### src/rtl/proj_gfm_collector.sv
// proj_gfm_collector: reassembles FRAG_PART-bit GFM chunks from the projection
// extender into FRAG_LEN-bit fragment words. Each word is tagged with its signed
// start index and k-mer slot, then queued in a first-word-fall-through FIFO that
// drives a valid/ready handshake toward the signature/hash stage.
// Optional build macro: PROJ_GFM_COLLECTOR_PARITY_EN adds out_parity, the XOR
// reduction of the head word, computed at push time and stored per entry.

module proj_gfm_collector #(
    parameter int unsigned FRAG_LEN      = 8,
    parameter int unsigned FRAG_PART     = 2,
    parameter int unsigned INDICES_COUNT = 4,
    parameter int unsigned INDICE_LEN    = 5,
    parameter int unsigned FIFO_DEPTH    = 4
) (
    input  logic                             clk,
    input  logic                             rst,
    input  logic                             in_valid,
    input  logic [FRAG_PART-1:0]             in_gfm,
    input  logic signed [INDICE_LEN:0]       in_index,
    output logic                             out_valid,
    input  logic                             out_ready,
    output logic [FRAG_LEN-1:0]              out_word,
    output logic signed [INDICE_LEN:0]       out_index,
    output logic [$clog2(INDICES_COUNT)-1:0] out_kmer_sel,
    output logic [$clog2(FIFO_DEPTH):0]      out_count,
    output logic                             out_overflow
`ifdef PROJ_GFM_COLLECTOR_PARITY_EN
    ,
    output logic                             out_parity
`endif
);

    localparam int unsigned PARTS = FRAG_LEN / FRAG_PART;
    localparam int unsigned PW    = (PARTS > 1) ? $clog2(PARTS) : 1;
    localparam int unsigned KW    = $clog2(INDICES_COUNT);
    localparam int unsigned AW    = $clog2(FIFO_DEPTH);

    localparam logic [PW-1:0] LastPart  = PW'(PARTS - 1);
    localparam logic [KW-1:0] LastKmer  = KW'(INDICES_COUNT - 1);
    localparam logic [AW:0]   FullCount = (AW + 1)'(FIFO_DEPTH);

    // Assembly state
    logic [PW-1:0]           part_cnt_q, part_cnt_d;
    logic [KW-1:0]           kmer_cnt_q, kmer_cnt_d;
    logic [FRAG_LEN-1:0]     word_q, word_d;
    logic signed [INDICE_LEN:0] index_q, index_d;

    // FIFO state
    logic [FRAG_LEN-1:0]     mem_word_q  [FIFO_DEPTH];
    logic [INDICE_LEN:0]     mem_index_q [FIFO_DEPTH];
    logic [KW-1:0]           mem_kmer_q  [FIFO_DEPTH];
    logic [AW-1:0]           wr_ptr_q, wr_ptr_d;
    logic [AW-1:0]           rd_ptr_q, rd_ptr_d;
    logic [AW:0]             count_q, count_d;
    logic                    overflow_q, overflow_d;

    logic [FRAG_LEN-1:0]     asm_word;
    logic signed [INDICE_LEN:0] asm_index;
    logic                    push_req, push_ok, pop;

`ifdef PROJ_GFM_COLLECTOR_PARITY_EN
    logic                    mem_par_q [FIFO_DEPTH];
`endif

    // Merge the incoming chunk into the partial word and decide push/pop for this edge
    always_comb begin
        asm_word = word_q;
        for (int unsigned j = 0; j < PARTS; j++) begin
            if (part_cnt_q == PW'(j)) begin
                asm_word[j*FRAG_PART +: FRAG_PART] = in_gfm;
            end
        end
        // With a single-part word the index arrives alongside the last chunk
        asm_index = (part_cnt_q == '0) ? in_index : index_q;

        push_req = in_valid && (part_cnt_q == LastPart);
        pop      = out_valid && out_ready;
        // A full FIFO still accepts the word when the head leaves on the same edge
        push_ok  = push_req && ((count_q != FullCount) || pop);

        part_cnt_d = part_cnt_q;
        kmer_cnt_d = kmer_cnt_q;
        word_d     = word_q;
        index_d    = index_q;
        if (in_valid) begin
            word_d = asm_word;
            if (part_cnt_q == '0) begin
                index_d = in_index;
            end
            if (push_req) begin
                part_cnt_d = '0;
                // Slot advances even on a dropped word to keep slot alignment
                kmer_cnt_d = (kmer_cnt_q == LastKmer) ? '0 : kmer_cnt_q + 1'b1;
            end else begin
                part_cnt_d = part_cnt_q + 1'b1;
            end
        end

        wr_ptr_d = push_ok ? wr_ptr_q + 1'b1 : wr_ptr_q;
        rd_ptr_d = pop ? rd_ptr_q + 1'b1 : rd_ptr_q;
        unique case ({push_ok, pop})
            2'b10:   count_d = count_q + 1'b1;
            2'b01:   count_d = count_q - 1'b1;
            default: count_d = count_q;
        endcase
        overflow_d = overflow_q | (push_req & ~push_ok);
    end

    // Register assembly and FIFO control state with synchronous reset
    always_ff @(posedge clk) begin
        if (rst) begin
            part_cnt_q <= '0;
            kmer_cnt_q <= '0;
            word_q     <= '0;
            index_q    <= '0;
            wr_ptr_q   <= '0;
            rd_ptr_q   <= '0;
            count_q    <= '0;
            overflow_q <= 1'b0;
        end else begin
            part_cnt_q <= part_cnt_d;
            kmer_cnt_q <= kmer_cnt_d;
            word_q     <= word_d;
            index_q    <= index_d;
            wr_ptr_q   <= wr_ptr_d;
            rd_ptr_q   <= rd_ptr_d;
            count_q    <= count_d;
            overflow_q <= overflow_d;
        end
    end

    // Write the completed word and its tags into the FIFO storage
    always_ff @(posedge clk) begin
        if (rst) begin
            for (int unsigned i = 0; i < FIFO_DEPTH; i++) begin
                mem_word_q[i]  <= '0;
                mem_index_q[i] <= '0;
                mem_kmer_q[i]  <= '0;
`ifdef PROJ_GFM_COLLECTOR_PARITY_EN
                mem_par_q[i]   <= 1'b0;
`endif
            end
        end else if (push_ok) begin
            mem_word_q[wr_ptr_q]  <= asm_word;
            mem_index_q[wr_ptr_q] <= asm_index;
            mem_kmer_q[wr_ptr_q]  <= kmer_cnt_q;
`ifdef PROJ_GFM_COLLECTOR_PARITY_EN
            mem_par_q[wr_ptr_q]   <= ^asm_word;
`endif
        end
    end

    // Present the FIFO head; all fields read zero while empty
    always_comb begin
        out_valid    = (count_q != '0);
        out_count    = count_q;
        out_overflow = overflow_q;
        out_word     = out_valid ? mem_word_q[rd_ptr_q] : '0;
        out_index    = out_valid ? mem_index_q[rd_ptr_q] : '0;
        out_kmer_sel = out_valid ? mem_kmer_q[rd_ptr_q] : '0;
`ifdef PROJ_GFM_COLLECTOR_PARITY_EN
        out_parity   = out_valid ? mem_par_q[rd_ptr_q] : 1'b0;
`endif
    end

endmodule

### config.mk
export PLATFORM = sky130hd
export DESIGN_NAME = proj_gfm_collector
export DESIGN_NICKNAME = d
export VERILOG_FILES = /design/src/rtl/proj_gfm_collector.sv
export SDC_FILE = /design/constraint.sdc
export NUM_CORES = 1
export LEC_CHECK = 0
export CORE_ASPECT_RATIO = 1.5
export CORE_UTILIZATION = 50
export CTS_CLUSTER_SIZE = 14
export DETAILED_ROUTE_END_ITERATION = 8
export PLACE_DENSITY = 0.7
export SLEW_MARGIN = 10
export SYNTH_ARGS = -nofsm -noshare
export SYNTH_HDL_FRONTEND = slang
export SYNTH_SLANG_ARGS = --single-unit
export TNS_END_PERCENT = 10
### constraint.sdc
create_clock -name clk -period 2.6 [get_ports clk]
set_input_delay 0.26 -clock clk [delete_from_list [all_inputs] [get_ports clk]]
set_output_delay 0.26 -clock clk [all_outputs]
set_load 0.01 [all_outputs]
==> results.yml, run 1 <==
status:
  outcome: "complete, no violations"
timing:
  max_slew_margin: 0.521
  post-route-min-period_ns: 2.48
  worstMarginPinSlew_ns: 0.718
  final-setup-viol-count: 0
  max_freq_mhz: 404
  finalCritPeriodShare: 0.952
  worst_clock_skew_ns: 0.00603
  rsz0062_at_grt: "false"
  setup-tns-final_ns: 0
  maxSlewViolCount: 0
  hold_viol: 0
detailed_routing:
  vias: 2625
  post_drt_via_cell_ratio: 5.49
  wl_um: 8000
  drt_iter0_markers: 172
  drc: 0
  wire_per_inst_um: 16.7
  drtAntennaViolNets: 0
  first_pass_iters: 4
pwr:
  sequentialPowerShare: 0.490
  combPwrFrac: 0.104
  swShare: 0.215
  vdd_drop_max_v: 0.000400
  intPower_mw: 2.65
  p_sw_mw: 0.727
  p_leak_nw: 1.83
  p_per_area_nw_per_um2: 680
  clkPwrFrac: 0.406
critical_path:
  worst-endpoint-required_ns: 2.34
  critPathSlowestCell: "mux4_2"
  crit_fanout: 13
  path_class: "reg -> out"
  crit_chain: "buf_12, mux4_2, and2_1, clkdlybuf4s50_1"
  startpoint_type: "flip-flop"
  crit_arrival_ns: 2.22
  endpoint_kind: "output pin"
  cpPeakStageDelay_ns: 0.52
placed_design:
  dp_cells: 462
  dp_hpwl_um: 5130
  portBuffers: 32
  gp_congestion: 0.746
synthesis:
  syn_nets: 356
  ys_ff_latch: 92
  ys_async_sr_fraction: 0
  yosysTopAreaCellShare: 0.456
  syn_avg_cell_area_um2: 12.5
  synth.area.top_cells: "edfxtp_1 46%, dfxtp_1 13%, mux4_2 8.5%"
  syn_inst: 338
  yosysUniqueCellTypes: 46
  yosys_warnings: 0
  synthFlopType: "edfxtp_1"
  ys_seq_area_frac: 0.589
  syn_area_um2: 4220
  yosysTopAreaCell: "edfxtp_1"
  synth_edf_count: 64
global_routing:
  gr-usage-all-layers: 0.199
  grt_pass1_wl_um: 13100
  grt_pass1_vias: 2647
  grt_overflow: 0
  grt_max_degree: 26
  antenna_found_initial: 0
cells_and_area:
  final_common_cell: "nor2_1"
  synthToLayoutAreaGrowth_pct: 17.8
  n_antenna_cell: 0
  final_cell_mix: "80 x nor2_1, 64 x edfxtp_1, 32 x clkdlybuf4s50_1"
  fin_nets: 386
  drive_gt1_frac: 0.131
  finalNonFillerCells: 478
clock_network:
  post_cts_resized: 0
  hold_buffers: 0
  clock_sinks: 92
  htree_levels: 3
  clock_path_buffers: 2
  root_buffer: "clkbuf_16"
  post_cts_buffers: 0
  clkLatencyLatePin_ns: 0.33
  cts_tree: "done"
  clk_pin_slew_ns: 0.06
  numCtsBuffers: 9
floorplanning:
  num_rows: 40
  die-area_um2: 8810
  die_h_um: 114
  coreArea_um2: 8110
  initial_core_util: 0.520
  io-pin-count: 33
  die_x_um: 77.0
worst_hold_path:
  worst_hold_path_type: "reg -> reg"
flow_run:
  drv_cap: 0
[final cells by class]
type                            instances  area (µm²)
Clock inverter                          3        40.0
Fill cell                             650        3140
Tap cell                              105         131
Clock buffer                           13         283
Timing Repair Buffer                   45         430
Multi-Input combinational cell        215        1580
Inverter                                5        18.8
Sequential cell                        92        2480
[cell usage after synthesis (2+ instances only)]
cell type / instances
nand4b_2: 3
o311ai_0: 2
buf_2: 9
and3b_1: 2
o21ai_0: 4
nand3_1: 2
dfxtp_1: 28
clkbuf_1: 9
a211oi_1: 12
mux2i_1: 17
nand2_1: 7
buf_1: 2
nor2_1: 80
mux4_2: 16
and2_1: 20
nor2b_1: 2
a21oi_1: 6
or3_1: 3
buf_4: 4
and3_1: 7
xor2_1: 2
edfxtp_1: 64
inv_1: 5
a21o_1: 5
ha_1: 5
nor3_1: 2
[final timing paths]
check,end,from,cells past startpoint,slack (ns)
worst max-delay path,out_word[0],flip-flop,4,0.12
worst min-delay path,word_q[6],word_q[6],2,0.46
worst max register to register,mem_word_q[3][5],part_cnt_q[0],4,0.35
worst min register to register,word_q[6],word_q[6],2,0.46
[metal layers]
layer	global-route usage	routed length, µm	up-vias
met5	0	0	-
met4	0.0818	133	0
met3	0.0382	273	10
met2	0.349	4140	58
met1	0.240	3450	1265
li1	-	-	1292
[power groups by stage]
stage	Combinational [mW]	Sequential, mW	Clock (mW)
final	0.350	1.66	1.37
after global routing	0.384	1.66	1.45
after CTS	0.354	1.66	1.39
after detailed placement	0.353	1.69	0
after global placement	0.350	1.68	0
after floorplan	0.234	1.67	0
[through the flow]
step	util	hold slack [ns]	setup WS [ns]	total power, mW	cell area (µm²)
floorplan	-	0.396	0.177	1.91	4220
global placement	0.573	0.442	0.364	2.03	4650
detailed placement	0.573	0.447	0.331	2.04	4650
CTS	0.613	0.460	0.0936	3.40	4970
global route	0.613	0.490	0.0251	3.50	4970
finish	0.613	0.465	0.125	3.38	4970
[cell families (layout without fill, tap and decap cells)]
family          after synthesis  after routing  share of synthesized area
simple gates                135            135                      0.159
flops                        92             92                      0.589
compound gates               38             38                     0.0644
mux                          34             34                      0.128
buf+inv                      31             66                     0.0359
fa+ha+maj                     6              6                     0.0196
xor+xnor                      2              2                    0.00416
[worst max-delay path, delay by kind of cell (launching register included)]
| kind | cells | cell delay (ns) |
|---|---|---|
| mux | 1 | 0.52 |
| flops | 1 | 0.51 |
| buf+inv | 2 | 0.68 |
| simple gates | 1 | 0.17 |
[sequential cells by signal (all words and copies together), names as in the netlist, 3 cells and up, named ones only]
name / flops
mem_index_q: 24
index_q: 6
word_q: 8
out_count: 3
mem_kmer_q: 8
mem_word_q: 32
No activity file was read; power rests on OpenSTA's default activity.
==> run 2: changes to the inputs <==
--- a/config.mk
+++ b/config.mk
@@ -9,7 +9,7 @@
 export CORE_UTILIZATION = 50
 export CTS_CLUSTER_SIZE = 14
 export DETAILED_ROUTE_END_ITERATION = 8
-export PLACE_DENSITY = 0.7
+export PLACE_DENSITY = 0.73
 export SLEW_MARGIN = 10
 export SYNTH_ARGS = -nofsm -noshare
 export SYNTH_HDL_FRONTEND = slang
==> constraint.sdc (replaced) <==
create_clock -name clk -period 2.1 [get_ports clk]
set_input_delay 0.21 -clock clk [delete_from_list [all_inputs] [get_ports clk]]
set_output_delay 0.21 -clock clk [all_outputs]
set_load 0.01 [all_outputs]
==> results.yml, run 2 (synthesis results as in run 1) <==
status:
  outcome: "complete, no violations"
critical_path:
  setup.worst_path.end: "out_index[4]"
  path_class: "reg -> out"
  r2r_slack_ns: 0.13
  endpoint_kind: "output pin"
  r2r-start: "part_cnt_q[1]"
  reg2reg_to: "out_count[2]"
  rr_worst_depth: 7
  worst-endpoint-required_ns: 1.89
  startpoint_type: "flip-flop"
  crit_fanout: 8
  crit_arrival_ns: 1.84
pwr:
  p_per_area_nw_per_um2: 782
  sequentialPowerShare: 0.516
  intPower_mw: 3.06
  p_leak_nw: 1.96
  finalPower_mw: 3.97
  combPwrFrac: 0.116
  swShare: 0.229
  clkPwrFrac: 0.367
  p_sw_mw: 0.910
  vdd_drop_max_v: 0.000466
detailed_routing:
  wl_um: 8210
  drt_iter0_markers: 186
  wire_per_inst_um: 16.8
  post_drt_via_cell_ratio: 5.53
  drc: 0
  vias: 2711
  drtAntennaViolNets: 0
  first_pass_iters: 4
timing:
  finalCritPeriodShare: 0.976
  setup-tns-final_ns: 0
  worstMarginPinSlew_ns: 0.583
  worst_clock_skew_ns: 0.00365
  max_slew_margin: 0.600
  hold_viol: 0
  post-route-min-period_ns: 2.05
  max_freq_mhz: 488
  maxSlewViolCount: 0
  rsz0062_at_grt: "false"
  holdWs_ns: 0.459
  final-setup-viol-count: 0
placed_design:
  dp_hpwl_um: 5400
  portBuffers: 32
  gp_congestion: 0.754
  dp_cells: 473
global_routing:
  grt_max_degree: 35
  grt_overflow: 0
  antenna_found_initial: 0
  grt_pass1_vias: 2686
  grt_pass1_wl_um: 13300
  gr-usage-all-layers: 0.203
worst_hold_path:
  worst_hold_path_type: "reg -> reg"
floorplanning:
  io-pin-count: 33
  die_x_um: 77.0
  die-area_um2: 8810
  num_rows: 40
  initial_core_util: 0.520
  coreArea_um2: 8110
  die_h_um: 114
cells_and_area:
  fin_nets: 398
  largest_register_ffs: 32
  final_common_cell: "nor2_1"
  final_cell_mix: "80 x nor2_1, 64 x edfxtp_1, 24 x dfxtp_1"
  n_antenna_cell: 0
  finalNonFillerCells: 490
  synthToLayoutAreaGrowth_pct: 20.3
  reg.largest.list: "mem_word_q x32, mem_index_q x24"
  top_register: "mem_word_q"
  drive_gt1_frac: 0.174
flow_run:
  drv_cap: 0
clock_network:
  post_cts_buffers: 0
  cts_tree: "done"
  htree_levels: 3
  numCtsBuffers: 9
  clk_pin_slew_ns: 0.06
  clkLatencyLatePin_ns: 0.33
  clock_sinks: 92
  clock_path_buffers: 2
  hold_buffers: 0
  root_buffer: "clkbuf_16"
==> run 2: changes by cell type in the layout (fill, tap and decap cells not counted), moves of 2 or more <==
cell | before | now
buf_4 | 12 | 19
clkdlybuf4s50_1 | 32 | 16
dfxtp_2 | 0 | 3
buf_12 | 1 | 5
dlygate4sd2_1 | 0 | 15
clkbuf_16 | 11 | 9
dfxtp_1 | 28 | 24
==> run 2: per-stage QoR <==
stage               worst slack [ns]  cell area (µm²)  utilization
finish                        0.0503             5070        0.626
global placement               0.117             4790        0.591
CTS                           0.0160             5070        0.626
detailed placement            0.0352             4790        0.591
floorplan                   -0.00225             4270            -
global route                 0.00280             5070        0.626
==> run 2: final cells by class <==
cell class	count	area, µm²
tap	105	131
fill	656	3030
timing repair buffer	57	572
sequential	92	2490
clock inverter	5	27.5
inverter	5	18.8
multi-input combinational	215	1590
clock buffer	11	243
==> run 2: repair_timing <==
item / CTS / global route
gates cloned: 1 / 0
endpoints found under the setup margin: 16 / 1
gates resized for setup: 19 / 1
hold endpoints to repair: 0 / 0
==> run 2: per-layer routing <==
metal	wire, µm	up-vias	part of all wire	track usage
met4	210	0	0.026	0.0994
met3	357	15	0.043	0.0446
met2	4270	73	0.52	0.352
li1	-	1313	-	-
met5	0	-	0	0
met1	3380	1310	0.41	0.238
==> run 2: power groups by stage <==
stage	Combinational (mW)	Sequential [mW]	Clock (mW)
after detailed placement	0.467	2.09	0
final	0.462	2.05	1.46
after global placement	0.458	2.08	0
after global routing	0.501	2.06	1.55
after CTS	0.466	2.05	1.48
after floorplan	0.307	2.07	0
==> run 2: worst min-delay path by stage <==
| stage | startpoint | to | cells after the start |
|---|---|---|---|
| finish | word_q[7] | word_q[7] | 2 |
| global placement | word_q[6] | word_q[6] | 2 |
| global route | word_q[7] | word_q[7] | 2 |
| CTS | word_q[7] | word_q[7] | 2 |
| detailed placement | word_q[7] | word_q[7] | 2 |
| floorplan | in_gfm[0] | word_q[6] | 2 |
==> run 2: critical path, cell delays in order (launching register included) <==
cell,delay (ns)
dfxtp_4,0.39
buf_12,0.15
mux4_2,0.51
and2_1,0.17
dlygate4sd2_1,0.27
==> run 3: changes to the inputs <==
--- a/config.mk
+++ b/config.mk
@@ -6,10 +6,10 @@
 export NUM_CORES = 1
 export LEC_CHECK = 0
 export CORE_ASPECT_RATIO = 1.5
-export CORE_UTILIZATION = 50
+export CORE_UTILIZATION = 30
 export CTS_CLUSTER_SIZE = 14
 export DETAILED_ROUTE_END_ITERATION = 8
-export PLACE_DENSITY = 0.73
+export GPL_TIMING_DRIVEN = 0
 export SLEW_MARGIN = 10
 export SYNTH_ARGS = -nofsm -noshare
 export SYNTH_HDL_FRONTEND = slang
==> results.yml, run 3 (synthesis results as in run 1) <==
cells_and_area:
  n_antenna_cell: 0
  finalNonFillerCells: 559
  final_common_cell: "nor2_1"
  synthToLayoutAreaGrowth_pct: 23.8
  top_register: "mem_word_q"
  largest_register_ffs: 32
  reg.largest.list: "mem_word_q x32, mem_index_q x24"
  fin_nets: 410
  drive_gt1_frac: 0.252
  final_cell_mix: "80 x nor2_1, 64 x edfxtp_1, 23 x dfxtp_1"
floorplanning:
  num_rows: 52
  io-pin-count: 33
  coreArea_um2: 13600
  die_x_um: 98.8
  die-area_um2: 14500
  initial_core_util: 0.310
  die_h_um: 147
critical_path:
  crit_fanout: 5
  endpoint_kind: "flip-flop"
  worst-endpoint-required_ns: 2.34
  rr_worst_depth: 9
  r2r_slack_ns: 0.01
  startpoint_type: "flip-flop"
  path_class: "reg -> reg"
  crit_arrival_ns: 2.33
  reg2reg_to: "out_count[2]"
  r2r-start: "out_count[0]"
timing:
  worstMarginPinSlew_ns: 0.571
  final-setup-viol-count: 0
  holdWs_ns: 0.465
  maxSlewViolCount: 0
  max_freq_mhz: 479
  hold_viol: 0
  max_slew_margin: 0.608
  setup-tns-final_ns: 0
  rsz0062_at_grt: "true"
  post-route-min-period_ns: 2.09
  worst_clock_skew_ns: 0.00665
  layout_setup_ws_ns: 0.0107
  finalCritPeriodShare: 0.995
detailed_routing:
  drc: 0
  post_drt_via_cell_ratio: 4.91
  wire_per_inst_um: 17.0
  drtAntennaViolNets: 0
  first_pass_iters: 4
  wl_um: 9510
  drt_iter0_markers: 108
  vias: 2746
pwr:
  vdd_drop_max_v: 0.000361
  finalPower_mw: 4.04
  p_leak_nw: 1.96
  p_per_area_nw_per_um2: 774
clock_network:
  clock_path_buffers: 2
  cts_tree: "done"
  clk_pin_slew_ns: 0.06
  clkLatencyLatePin_ns: 0.34
  clock_sinks: 92
  hold_buffers: 0
  htree_levels: 3
  numCtsBuffers: 9
  root_buffer: "clkbuf_16"
placed_design:
  gp_congestion: 0.743
  detailedPlace.worstSlack_ns: -0.692
  portBuffers: 32
  dp_cells: 532
  dp_hpwl_um: 6390
status:
  outcome: "complete, no violations"
global_routing:
  met2_usage: 0.264
  grt_pass1_vias: 2848
  gr-usage-all-layers: 0.139
  met1_usage: 0.150
  grt_overflow: 0
  busiest_layer: "met2"
  grt_pass1_wl_um: 15200
  gr-usage-met3: 0.0176
  antenna_found_initial: 0
  grt_max_degree: 17
worst_hold_path:
  worst_hold_path_type: "reg -> reg"
  whs_path_depth: 2
  min_from: "word_q[6]"
  holdPathEnd: "word_q[6]"
flow_run:
  drv_cap: 0
-- run 3: what timing repair did --
item / CTS / global route
endpoints found under the setup margin: 93 / 68
cloned: 2 / 0
resized for setup: 80 / 20
hold endpoints to repair: 0 / 0
pin swaps: 4 / 5
buffers inserted: 8 / 5
-- run 3: layout make-up --
cell class | count | area [µm²]
plain buffers | 22 | 181
fillers | 1263 | 8380
clock buffers | 10 | 229
multi-input cells | 215 | 1660
clock inverters | 6 | 31.3
well taps | 162 | 203
inverters | 5 | 18.8
repair buffers | 47 | 410
flip-flops and latches | 92 | 2490
-- run 3: worst max path at each step --
stage | start | end | slack [ns] | cells past startpoint
CTS | out_count[1] | out_count[2] | -0.12 | 9
detailed placement | in_valid | out_count[2] | -0.69 | 8
global placement | in_valid | out_count[2] | -0.64 | 8
floorplan | part_cnt_q[0] | out_count[2] | -0.002 | 8
global route | out_count[0] | out_count[2] | -0.07 | 9
finish | out_count[0] | out_count[2] | 0.01 | 9
-- run 3: critical path: stages, from the launching register on --
cell	delay, ns
dfxtp_2	0.34
or3_4	0.39
buf_8	0.14
clkbuf_16	0.14
nand3_4	0.07
fa_2	0.25
nor4bb_4	0.06
buf_4	0.14
a2111o_1	0.39
o311ai_2	0.08
-- run 3: per-stage QoR --
stage,utilization,cell area [µm²]
finish,0.384,5220
global placement,0.352,4790
detailed placement,0.352,4790
floorplan,-,4270
CTS,0.383,5200
global route,0.384,5220
-- run 3: power by group --
group          switching, mW  total, mW  internal (mW)
clock                  0.658       1.45          0.788
sequential            0.0335       2.04           2.01
combinational          0.276      0.553          0.277
total                  0.967       4.04           3.07
-- run 3: per-layer routing --
metal / wire length [µm] / vias up
met1: 3800 / 1351
met2: 5350 / 41
met3: 184 / 14
met5: 0 / -
li1: - / 1340
met4: 177 / 0
